--- config.mk ---
export PLATFORM = sky130hd
export DESIGN_NAME = qe_result_fifo
export DESIGN_NICKNAME = d
export VERILOG_FILES = /design/src/rtl/qe_result_fifo.sv
export SDC_FILE = /design/constraint.sdc
export NUM_CORES = 1
export LEC_CHECK = 0
export ABC_CLOCK_PERIOD_IN_PS = 3430
export BUFFER_PORTS_ARGS = -buffer_cell sky130_fd_sc_hd__buf_2
export CORE_MARGIN = 2
export CORE_UTILIZATION = 53
export DETAILED_ROUTE_END_ITERATION = 6
export GPL_ROUTABILITY_DRIVEN = 0
export PLACE_DENSITY = 0.83
export SYNTH_ARGS = -nofsm -noshare
export SYNTH_HDL_FRONTEND = slang
export SYNTH_SLANG_ARGS = --single-unit
--- constraint.sdc ---
create_clock -name clk -period 3.43 [get_ports clk]
set_clock_uncertainty 0.1 [all_clocks]
set_input_delay 0.1715 -clock clk [delete_from_list [all_inputs] [get_ports clk]]
set_output_delay 0.1715 -clock clk [all_outputs]
set_load 0.02 [all_outputs]
--- src/rtl/qe_result_fifo.sv ---
// ---------------------------------------------------------------------------
// qe_result_fifo
//
// Output stage for the quadratic-equation / product-sum MAC. It captures every
// result the MAC qualifies with valid_out, together with the mode and
// end-of-sequence tag, and buffers it in a small first-word-fall-through FIFO.
// The host reads results on a ready/valid interface. The MAC cannot be stalled,
// so a result that arrives while the FIFO is full and not draining is dropped.
// Each drop is counted and also raises a sticky overflow flag.
//
// Ports:
//   clk           system clock, rising-edge active
//   reset         synchronous active-high reset
//   clear         synchronous flush of contents and status (same as reset)
//   mac_valid     result strobe from the MAC
//   mac_result    MAC result [DW-1:0]
//   mac_mode      mode tag (0 = quadratic, 1 = product sum)
//   mac_last      result closes a sequence
//   out_valid     head entry available
//   out_ready     consumer accepts head entry
//   out_data      head entry result [DW-1:0]
//   out_mode      head entry mode tag
//   out_last      head entry last tag
//   level         occupancy 0..DEPTH [AW:0]
//   full          level == DEPTH
//   overflow      sticky: at least one result dropped since reset/clear
//   drop_count    dropped results, saturating at 255
//   result_count  accepted results, wraps modulo 2^16
// ---------------------------------------------------------------------------
module qe_result_fifo #(
    parameter int DEPTH = 8,
    parameter int AW    = 3,
    parameter int DW    = 16
) (
    input  logic          clk,
    input  logic          reset,
    input  logic          clear,
    input  logic          mac_valid,
    input  logic [DW-1:0] mac_result,
    input  logic          mac_mode,
    input  logic          mac_last,
    output logic          out_valid,
    input  logic          out_ready,
    output logic [DW-1:0] out_data,
    output logic          out_mode,
    output logic          out_last,
    output logic [AW:0]   level,
    output logic          full,
    output logic          overflow,
    output logic [7:0]    drop_count,
    output logic [15:0]   result_count
);

    localparam int          EW        = DW + 2;
    localparam logic [AW:0] FULL_LVL  = (AW + 1)'(DEPTH);
    localparam logic [AW:0] LVL_ONE   = (AW + 1)'(1);
    localparam logic [AW:0] LVL_ZERO  = (AW + 1)'(0);
    localparam logic [AW-1:0] PTR_ONE = AW'(1);
    localparam logic [AW-1:0] PTR_ZERO = AW'(0);

    // Storage entry layout: {last, mode, result}
    logic [EW-1:0] mem_r [DEPTH];

    logic [AW-1:0] wr_ptr_r;
    logic [AW-1:0] rd_ptr_r;
    logic [AW:0]   level_r;
    logic          overflow_r;
    logic [7:0]    drop_count_r;
    logic [15:0]   result_count_r;

    logic          flush_s;
    logic          valid_s;
    logic          full_s;
    logic          pop_s;
    logic          push_s;
    logic          drop_s;
    logic [EW-1:0] head_s;

    // Handshake qualification: push may use the slot freed by a same-cycle pop
    always_comb begin
        flush_s = reset | clear;
        valid_s = (level_r != LVL_ZERO);
        full_s  = (level_r == FULL_LVL);
        pop_s   = valid_s & out_ready;
        push_s  = mac_valid & (~full_s | pop_s);
        drop_s  = mac_valid & full_s & ~pop_s;
        head_s  = mem_r[rd_ptr_r];
    end

    // Payload memory; not reset, and a write in a flush cycle is suppressed
    always_ff @(posedge clk) begin
        if (push_s && !flush_s) begin
            mem_r[wr_ptr_r] <= {mac_last, mac_mode, mac_result};
        end
    end

    // Pointers and occupancy; pointers wrap naturally since DEPTH is 2**AW
    always_ff @(posedge clk) begin
        if (flush_s) begin
            wr_ptr_r <= PTR_ZERO;
            rd_ptr_r <= PTR_ZERO;
            level_r  <= LVL_ZERO;
        end else begin
            if (push_s) begin
                wr_ptr_r <= wr_ptr_r + PTR_ONE;
            end else begin
                wr_ptr_r <= wr_ptr_r;
            end
            if (pop_s) begin
                rd_ptr_r <= rd_ptr_r + PTR_ONE;
            end else begin
                rd_ptr_r <= rd_ptr_r;
            end
            case ({push_s, pop_s})
                2'b10:   level_r <= level_r + LVL_ONE;
                2'b01:   level_r <= level_r - LVL_ONE;
                default: level_r <= level_r;
            endcase
        end
    end

    // Status counters: sticky overflow, saturating drops, wrapping accepts
    always_ff @(posedge clk) begin
        if (flush_s) begin
            overflow_r     <= 1'b0;
            drop_count_r   <= 8'd0;
            result_count_r <= 16'd0;
        end else begin
            if (drop_s) begin
                overflow_r <= 1'b1;
                if (drop_count_r != 8'hFF) begin
                    drop_count_r <= drop_count_r + 8'd1;
                end else begin
                    drop_count_r <= drop_count_r;
                end
            end else begin
                overflow_r   <= overflow_r;
                drop_count_r <= drop_count_r;
            end
            if (push_s) begin
                result_count_r <= result_count_r + 16'd1;
            end else begin
                result_count_r <= result_count_r;
            end
        end
    end

    // Output mapping; head fields fall through from the read pointer
    always_comb begin
        out_valid    = valid_s;
        full         = full_s;
        out_data     = head_s[DW-1:0];
        out_mode     = head_s[DW];
        out_last     = head_s[DW+1];
        level        = level_r;
        overflow     = overflow_r;
        drop_count   = drop_count_r;
        result_count = result_count_r;
    end

endmodule

[Word-level counts from Yosys, hierarchy flattened]
Memories as Yosys holds them, arrays and structs flattened. A register that Yosys moved wholly into a read port is not among the register bits.
Index checks and enable logic that the tools add are counted.
Storage, ports and cells
  word-level logic and storage cells: 35
  memories kept: 1
  input port bits: 23
  output and inout bits: 49
  bits in writable memories: 144
  flip-flop bits (word level): 35
Memory list
  mem_r: words 8, bits a word 18, rd ports 1, clocked after Yosys merged registers in 1, write ports 1, RTL line 62  | logic [EW-1:0] mem_r [DEPTH];
Operators by class
  mux-type cells: 5
  bitwise gates (word level): 8
  reductions and logical operators: 5
  add/subtract/negate cells: 6
  equal/unequal tests: 4
Operator list (count)
  adder 16 x 1 -> 16 bit (second input constant): 1
  adder 8 x 1 -> 8 bit (second input constant): 1
  inequality test 8 bit (second input constant): 1
  one-hot mux 4 bit (2 select lines): 1
  adder 3 x 1 -> 3 bit (second input constant): 2
  2-to-1 mux 3 bit: 2
  adder 4 x 1 -> 4 bit (second input constant): 1
  AND 1 bit: 4
  equality test 4 bit (second input constant): 1
  nonzero test 4 bit: 1
  subtractor 4 x 1 -> 4 bit (second input constant): 1
  equality test 2 x 1 -> 1 bit (second input constant): 1
  equality test 2 bit (second input constant): 1
  2-to-1 mux 1 bit: 2
  inverter 1 bit: 2
  OR 1 bit: 2
  AND reduction 2 bit: 1
  nonzero test 2 bit: 1
  logical AND 1 bit: 1
  zero test 1 bit: 1

[Longest topological paths before layout]
Gate-level depths: netlist of the first run.
  word-level depth: 7
  mapped depth: 11
  depth with buffers taken out: 9

[Worst setup path after synthesis of the first run]
Ideal clock, no wire load.
  path type: reg-to-reg
  start point: register level_r[2] (netlist: level[2])
  end point: memory mem_r[0][0] (netlist name), enable pin
  buffers on the path: 2
  required time: 2.914 ns
  path slack: 0.083 ns
  cell stages (with the launch flop): 7
  data arrival time: 2.832 ns
  cells stage by stage: dfxtp_1 > clkbuf_1 > or4b_4 > buf_6 > o21ai_1 > or3_1 > nor3_1
Between the ends
  cells in the longest elaborated chain, start to end: 7
Ends and longest elaborated chain
  start, declared: RTL line 66  | logic [AW:0] level_r;
  start signal, assigned: RTL line 115  | 2'b10: level_r <= level_r + LVL_ONE;
  start signal, assigned: RTL line 116  | 2'b01: level_r <= level_r - LVL_ONE;
  start signal, assigned: RTL line 117  | default: level_r <= level_r;
  nonzero test 4 bit / equality test 4 bit (equally long branches): RTL line 82, 83
  AND 1 bit / inverter 1 bit (equally long branches): RTL line 84, 85
  OR 1 bit (*): RTL line 85  | push_s = mac_valid & (~full_s | pop_s);
  AND 1 bit (*): RTL line 85
  logical AND 1 bit (*): RTL line 92  | if (push_s && !flush_s) begin
  2-to-1 mux 1 bit (*): RTL line 92
  2-to-1 mux 1 bit (implied by the code) (*): RTL line 93  | mem_r[wr_ptr_r] <= {mac_last, mac_mode, mac_result};
  end, declared: RTL line 62
Mark *: on every way between the ends. The rest lies on a longest branch, timed or not.

[Final worst setup path of the first run]
  start point: register level_r[0] (netlist: level[0])
  end point: register level_r[2] (netlist: level[2])
Between the ends
  cells in the longest elaborated chain, start to end: 6
Ends and longest elaborated chain
  nonzero test 4 bit / equality test 4 bit (equally long branches): RTL line 82, 83
  AND 1 bit / inverter 1 bit (equally long branches): RTL line 84, 85
  OR 1 bit: RTL line 85
  AND 1 bit: RTL line 85
  equality test 2 x 1 -> 1 bit / equality test 2 bit (equally long branches): RTL line 114  | case ({push_s, pop_s})
  one-hot mux 4 bit (2 select lines) / nonzero test 2 bit (equally long branches)
Several ways; a longest one is shown, not always the timed one.
A chain may end at the register's enable or synchronous reset.

==> impl_summary.txt, run 1 <==
----------------------------------------------------
[Run status]
  Outcome ... finished, final reports clean

[Yosys]
  Synthesized area ... 7270 um2
  Distinct cells, synth ... 46
  Seq cells post-synth ... 182
  Post-synth EDFFs ... 144
  Avg Inst Size Synth ... 17.1 um2
  Prevailing post-synth register cell ... edfxtp_1
  Sequential share of the synthesized area ... 70.0%
  Synthesized net count ... 454
  YS warnings ... 0
  Async SR Flop Fraction ... 0%
  Synthesized instance count ... 426

[Routing]
  Total wire length ... 13900 um
  Routed length per instance ... 19.5 um
  Count of vias placed by the detailed router ... 4050
  Iteration-0 DRC Markers ... 325
  Average via count per standard cell ... 5.69
  Final ANT Viol Nets ... 0
  TritonRoute pass-1 iters ... 5
  DR DRC count ... 0

[Worst setup path]
  Worst path buffer plus inverter count ... 0
  Slowest cell on the critical path ... or4_1
  CP Cell Sequence ... or4_1 > nand2_1 > nor2_1 > xor2_1 > ha_1 > or4b_2 > mux2i_1 > o21ai_0 > nor3b_1
  Crit path kind ... reg2reg
  Largest fanout on the critical path ... 12
  Endpoint kind of the worst setup timing path ... flip-flop
  Arrival time at the worst endpoint ... 3120 ps
  Worst path top cell family by delay ... simple AND/OR/NAND/NOR gates
  Required arrival time at the worst endpoint ... 3620 ps
  CP startpoint kind ... flip-flop
  Biggest cell delay along the critical path ... 630 ps

[Pwr]
  Switching pwr ... 877 uW
  Largest voltage drop on the vdd net ... 0.218 mV
  Clock share of power ... 40.8%
  Int Pwr ... 3440 uW
  Leak ... 0.00293 uW
  Combinational share of power ... 3.6%
  Switching part of the total ... 20.3%
  Power density of the placed cells ... 503 nW/um2
  Sequential share of power ... 55.5%

[Timing]
  Tcrit/Tclk final ... 85.6%
  Least-Margin Pin Slew ... 1040 ps
  Final worst path period need ... 2930 ps
  Relative max-transition margin ... 30.7%
  Unrepaired setup endpoints after global routing ... no
  Upper clock frequency limit ... 341 MHz
  Slew Limit Fails ... 0
  Final setup TNS ... 0 ps
  Final setup violation count ... 0
  Final Hold Vio Count ... 0

[CTS]
  Total number of clock tree sinks ... 182
  Register clock-pin slew on the reported worst setup and hold paths ... 70 ps
  Buffer count from post-CTS setup fixing ... 0
  Root buffer cell ... clkbuf_16
  H-tree level count ... 4
  Source-to-sink clock delay at the later pin of the worst-skew pair ... 430 ps
  Count of cells resized by post-cts repair ... 0
  Longest Clk Path Bufs ... 2
  Number of buffers inserted during clock tree synthesis ... 17
  TritonCTS clock tree ... yes

[Die]
  Die boundary width ... 121 um
  Area of the placeable core ... 13300 um2
  Total number of placement rows ... 42
  I/O pin count ... 72
  Die footprint ... 14700 um2
  Initial core utilization ... 54.6%
  Die H ... 121 um

[Global route]
  Total track usage ... 20.1%
  Global route total overflow ... 0
  Antenna violations before repair ... 0
  Pin count of the biggest net entering global routing ... 37
  Wire length of the first global-routing pass ... 21700 um
  Via count of the first global-routing pass ... 4121

[Placed design]
  Number of buffers added on ports ... 71
  Number of placed instances, taps included ... 660
  Detail Placement HPWL ... 8320 um

[Layout]
  Share of post-route cells with drive strength above 1 ... 33.0%
  Antenna diodes ... 0
  P&R area growth vs syn ... 18.2%
  Most used cells in the layout excluding fill and tap cells ... edfxtp_1, buf_2, dfxtp_1
  Final layout net count ... 551
  Post-Layout Cell Count ... 712
  Most common library cell in the layout ignoring fill and taps ... edfxtp_1

[Min path]
  Worst hold path type ... in2reg

[Run]
  Max-cap viol count ... 0

----------------------------------------------------
## layout make-up
class	instances	area [um2]
Tap cell	176	220
Timing Repair Buffer	102	663
Inverter	1	3.75
Fill cell	917	4700
Clock buffer	21	472
Multi-Input combinational cell	219	2070
Sequential cell	182	5090
Clock inverter	11	71.3
## tightest hold or removal path, cell delays in order
cell,delay (ps)
buf_2,80
nor2_1,90
a31o_2,240
## registers in the layout, indices dropped and copies added, names as in the netlist, named ones only
signal,count
drop_count,8
level,4
mem_r,144
overflow,1
rd_ptr_r,3
result_count,16
wr_ptr_r,3
## path summary, 6_finish.rpt
| path | startpoint | depth (start not counted) | endpoint | slack [ps] |
|---|---|---|---|---|
| worst max-delay path | level[0]$_SDFFE_PP0P_ | 9 | level[2]$_SDFFE_PP0P_ | 500 |
| worst min-delay path | clear | 3 | level[0]$_SDFFE_PP0P_ | 90 |
| worst max register to register | level[0]$_SDFFE_PP0P_ | 9 | level[2]$_SDFFE_PP0P_ | 500 |
| worst min register to register | overflow$_SDFFE_PP0P_ | 2 | overflow$_SDFFE_PP0P_ | 380 |
## routing by layer
layer	part of all wire (%)	vias up	GRT usage, %
li1	-	1892	-
met1	43	2040	24.7
met2	52	104	34.8
met3	4.1	14	5.50
met4	1.1	0	6.40
met5	0	-	0
## power groups by stage
stage	logic, uW	registers, uW	clock network (uW)
after detailed placement	138	2450	0
after CTS	158	2400	1790
after global routing	170	2400	1880
after floorplan	82.1	2440	0
after global placement	133	2450	0
final	157	2400	1760
## cell usage after synthesis (all sizes together) (2+ instances only)
cell | n | area [um2]
nand2b | 4 | 25.0
o21ai | 12 | 60.1
and4 | 3 | 26.3
edfxtp | 144 | 4320
clkbuf | 14 | 52.6
or4 | 2 | 15.0
buf | 10 | 60.1
a21oi | 12 | 60.1
mux2i | 4 | 40.0
or4b | 3 | 33.8
nand3 | 8 | 40.0
nand4 | 3 | 18.8
xor2 | 16 | 140
or3 | 10 | 67.6
nor2 | 32 | 120
nor3 | 9 | 45.0
nor2b | 3 | 18.8
ha | 5 | 62.6
mux4 | 36 | 811
o211ai | 8 | 65.1
mux2 | 19 | 214
o2111ai | 6 | 52.6
and3 | 3 | 18.8
nand2 | 8 | 30.0
dfxtp | 38 | 761
## through the flow
step,util [%],hold slack (ps),area (um2),setup slack [ps],power [uW]
finish,64.6,93.4,8590,495,4320
floorplan,-,170,7270,82.5,2530
global placement,59.0,337,7850,609,2580
detailed placement,59.0,342,7850,555,2590
global route,64.6,103,8590,316,4450
CTS,64.6,84.6,8590,514,4350
## kinds of logic after synthesis
kind of cell    synth area share, %
compound gates                 4.25
xor+xnor                       2.05
fa+ha+maj                     0.861
buf+inv                        1.60
flops                          70.0
mux                            14.7
simple gates                   6.60
## repair_timing
action                                  4_1_cts  5_1_grt
hold endpoints to repair                    145        0
endpoints found under the setup margin        0        0
hold buffers                                 20        0
Power figures use the tool's default switching activity.
==> inputs of run 2 (changes only) <==
--- a/config.mk
+++ b/config.mk
@@ -8,10 +8,10 @@
 export ABC_CLOCK_PERIOD_IN_PS = 3430
 export BUFFER_PORTS_ARGS = -buffer_cell sky130_fd_sc_hd__buf_2
 export CORE_MARGIN = 2
-export CORE_UTILIZATION = 53
+export CORE_UTILIZATION = 50
 export DETAILED_ROUTE_END_ITERATION = 6
 export GPL_ROUTABILITY_DRIVEN = 0
-export PLACE_DENSITY = 0.83
+export PLACE_DENSITY = 0.79
 export SYNTH_ARGS = -nofsm -noshare
 export SYNTH_HDL_FRONTEND = slang
 export SYNTH_SLANG_ARGS = --single-unit
==> constraint.sdc (replaced) <==
create_clock -name clk -period 3.43 [get_ports clk]
set_clock_uncertainty 0.1 [all_clocks]
set_input_delay 0.686 -clock clk [delete_from_list [all_inputs] [get_ports clk]]
set_output_delay 0.686 -clock clk [all_outputs]
set_load 0.02 [all_outputs]
==> impl_summary.txt, run 2 (same netlist as run 1, synthesis figures left out) <==
----------------------------------------------------
[Layout]
  Final layout net count ... 541 (-1.8%)
  P&R area growth vs syn ... 16.9%
  Most common library cell in the layout ignoring fill and taps ... edfxtp_1
  Number of flip-flops in the largest register ... 144 (unchanged)
  Share of post-route cells with drive strength above 1 ... 34.8% (+1.8 points)
  Most used cells in the layout excluding fill and tap cells ... edfxtp_1, buf_2, dfxtp_1
  Most flops, register ... mem_r

[Timing]
  Unrepaired setup endpoints after global routing ... no
  Tcrit/Tclk final ... 85.0% (-0.57 points)
  Final setup violation count ... 0 (unchanged)
  Smallest hold slack ... 379 ps (+286 ps)
  Upper clock frequency limit ... 343 MHz (+0.67%)
  Relative max-transition margin ... 63.8% (+33 points)
  Final worst path period need ... 2920 ps (-19.5 ps)
  Least-Margin Pin Slew ... 542 ps (-495 ps)
  Final setup TNS ... 0 ps (unchanged)
  Slew Limit Fails ... 0 (unchanged)
  Final Hold Vio Count ... 0 (unchanged)

[Routing]
  DR DRC count ... 0 (unchanged)
  TritonRoute pass-1 iters ... 4 (-1)
  Total wire length ... 14100 um (+1.0%)
  Iteration-0 DRC Markers ... 323 (-0.62%)
  Count of vias placed by the detailed router ... 4003 (-1.2%)
  Average via count per standard cell ... 5.63 (-1.0%)
  Final ANT Viol Nets ... 0 (unchanged)
  Routed length per instance ... 19.8 um (+1.2%)

[CTS]
  Count of cells resized by post-cts repair ... 0 (unchanged)
  H-tree level count ... 4 (unchanged)
  TritonCTS clock tree ... yes
  Longest Clk Path Bufs ... 2 (unchanged)
  Register clock-pin slew on the reported worst setup and hold paths ... 60 ps (about the same)
  Hold buffer count at cts ... 0 (-100%)
  Buffer count from post-CTS setup fixing ... 0 (unchanged)
  Number of buffers inserted during clock tree synthesis ... 17 (unchanged)
  Root buffer cell ... clkbuf_16
  Total number of clock tree sinks ... 182 (unchanged)
  Source-to-sink clock delay at the later pin of the worst-skew pair ... 420 ps (about the same)

[Pwr]
  Largest voltage drop on the vdd net ... 0.256 mV (+18%)
  Sequential share of power ... 54.3% (-1.2 points)
  Switching part of the total ... 19.0% (-1.3 points)
  Leak ... 0.00290 uW (-0.82%)
  Combinational share of power ... 3.2% (-0.4 points)
  Switching pwr ... 841 uW (-4.1%)
  Power density of the placed cells ... 520 nW/um2 (+3.3%)
  Int Pwr ... 3570 uW (+3.8%)
  Overall Power ... 4410 uW (+2.2%)
  Clock share of power ... 42.5% (+1.7 points)

[Worst setup path]
  Reg-to-reg endpoint ... level[2]$_SDFFE_PP0P_
  Reg2Reg Launch Point ... level[0]$_SDFFE_PP0P_
  Arrival time at the worst endpoint ... 3110 ps (about the same)
  Crit path kind ... reg2reg
  Start point of the critical path ... level[0]$_SDFFE_PP0P_
  Required arrival time at the worst endpoint ... 3630 ps (about the same)
  CP startpoint kind ... flip-flop
  Endpoint kind of the worst setup timing path ... flip-flop
  Worst setup slack for register-to-register paths ... 510 ps (+20 ps)
  Largest fanout on the critical path ... 12 (unchanged)
  Worst Reg-to-Reg Cells ... 9 (unchanged)

[Die]
  Area of the placeable core ... 14400 um2 (+8.1%)
  Total number of placement rows ... 44 (+4.8%)
  Initial core utilization ... 50.6% (-4.1 points)
  Die boundary width ... 125 um (+2.9%)
  Die H ... 125 um (+2.9%)
  I/O pin count ... 72 (unchanged)
  Die footprint ... 15500 um2 (+5.8%)

[Min path]
  Worst hold path type ... reg2reg
  Worst Hold Endpoint ... overflow$_SDFFE_PP0P_
  Number of instances on the worst hold path ... 2 (-1)
  Worst min-delay path startpoint ... overflow$_SDFFE_PP0P_

[Run]
  Max-cap viol count ... 0 (unchanged)

[Global route]
  Via count of the first global-routing pass ... 4071 (-1.2%)
  Global route total overflow ... 0 (unchanged)
  Pin count of the biggest net entering global routing ... 37 (unchanged)
  Antenna violations before repair ... 1 (+1)
  Total track usage ... 18.9% (-1.2 points)
  Wire length of the first global-routing pass ... 22200 um (+2.4%)

[Placed design]
  Number of buffers added on ports ... 71 (unchanged)
  Detail Placement HPWL ... 8680 um (+4.4%)

[Run status]
  Outcome ... finished, final reports clean

----------------------------------------------------
run 2: how the worst max path moves through the flow:
stage,to,slack (ps),cells after the start
after detailed placement,level[2]$_SDFFE_PP0P_,550,9
after floorplan,mem_r[0][0]$_DFFE_PP_,50,4
final,level[2]$_SDFFE_PP0P_,510,9
after global placement,level[2]$_SDFFE_PP0P_,620,9
after global routing,level[2]$_SDFFE_PP0P_,350,9
after CTS,out_data[15],520,4
run 2: power by group through the flow:
| stage | logic, uW | clock network (uW) | registers [uW] |
|---|---|---|---|
| final | 142 | 1870 | 2400 |
| after CTS | 143 | 1920 | 2400 |
| after detailed placement | 142 | 0 | 2450 |
| after floorplan | 82.1 | 0 | 2440 |
| after global routing | 156 | 2000 | 2400 |
| after global placement | 136 | 0 | 2440 |
run 2: cell type report:
| cell class | instances | area, um2 |
|---|---|---|
| clock buffers | 19 | 433 |
| diodes | 1 | 2.50 |
| repair buffers | 92 | 526 |
| multi-input cells | 219 | 2070 |
| well taps | 184 | 230 |
| fillers | 1036 | 5880 |
| inverters | 1 | 3.75 |
| flip-flops and latches | 182 | 5090 |
| clock inverters | 13 | 138 |
run 2: through the flow:
step,cells,util (%),setup slack [ps],cell area (um2)
final,711,59.1,515,8490
after global routing,710,59.1,354,8490
after CTS,710,59.1,524,8490
after detailed placement,678,55.1,548,7920
after global placement,678,55.1,625,7920
after floorplan,426,-,54.9,7270
run 2: worst max-delay path, cell delays in order, from the launching register on:
cell and delay, ps:
dfxtp_1 410, or4_1 650, nand2_1 160, nor2_1 60, xor2_1 160, ha_1 210
or4b_2 600, mux2i_1 190, o21ai_0 90, nor3b_1 150
run 2: layer usage:
metal / vias to the layer above / wire length (um) / track usage, %
li1: 1872 / - / -
met1: 1997 / 5800 / 23.3
met2: 124 / 7390 / 32.0
met3: 10 / 723 / 5.11
met4: 0 / 136 / 7.47
met5: - / 0 / 0
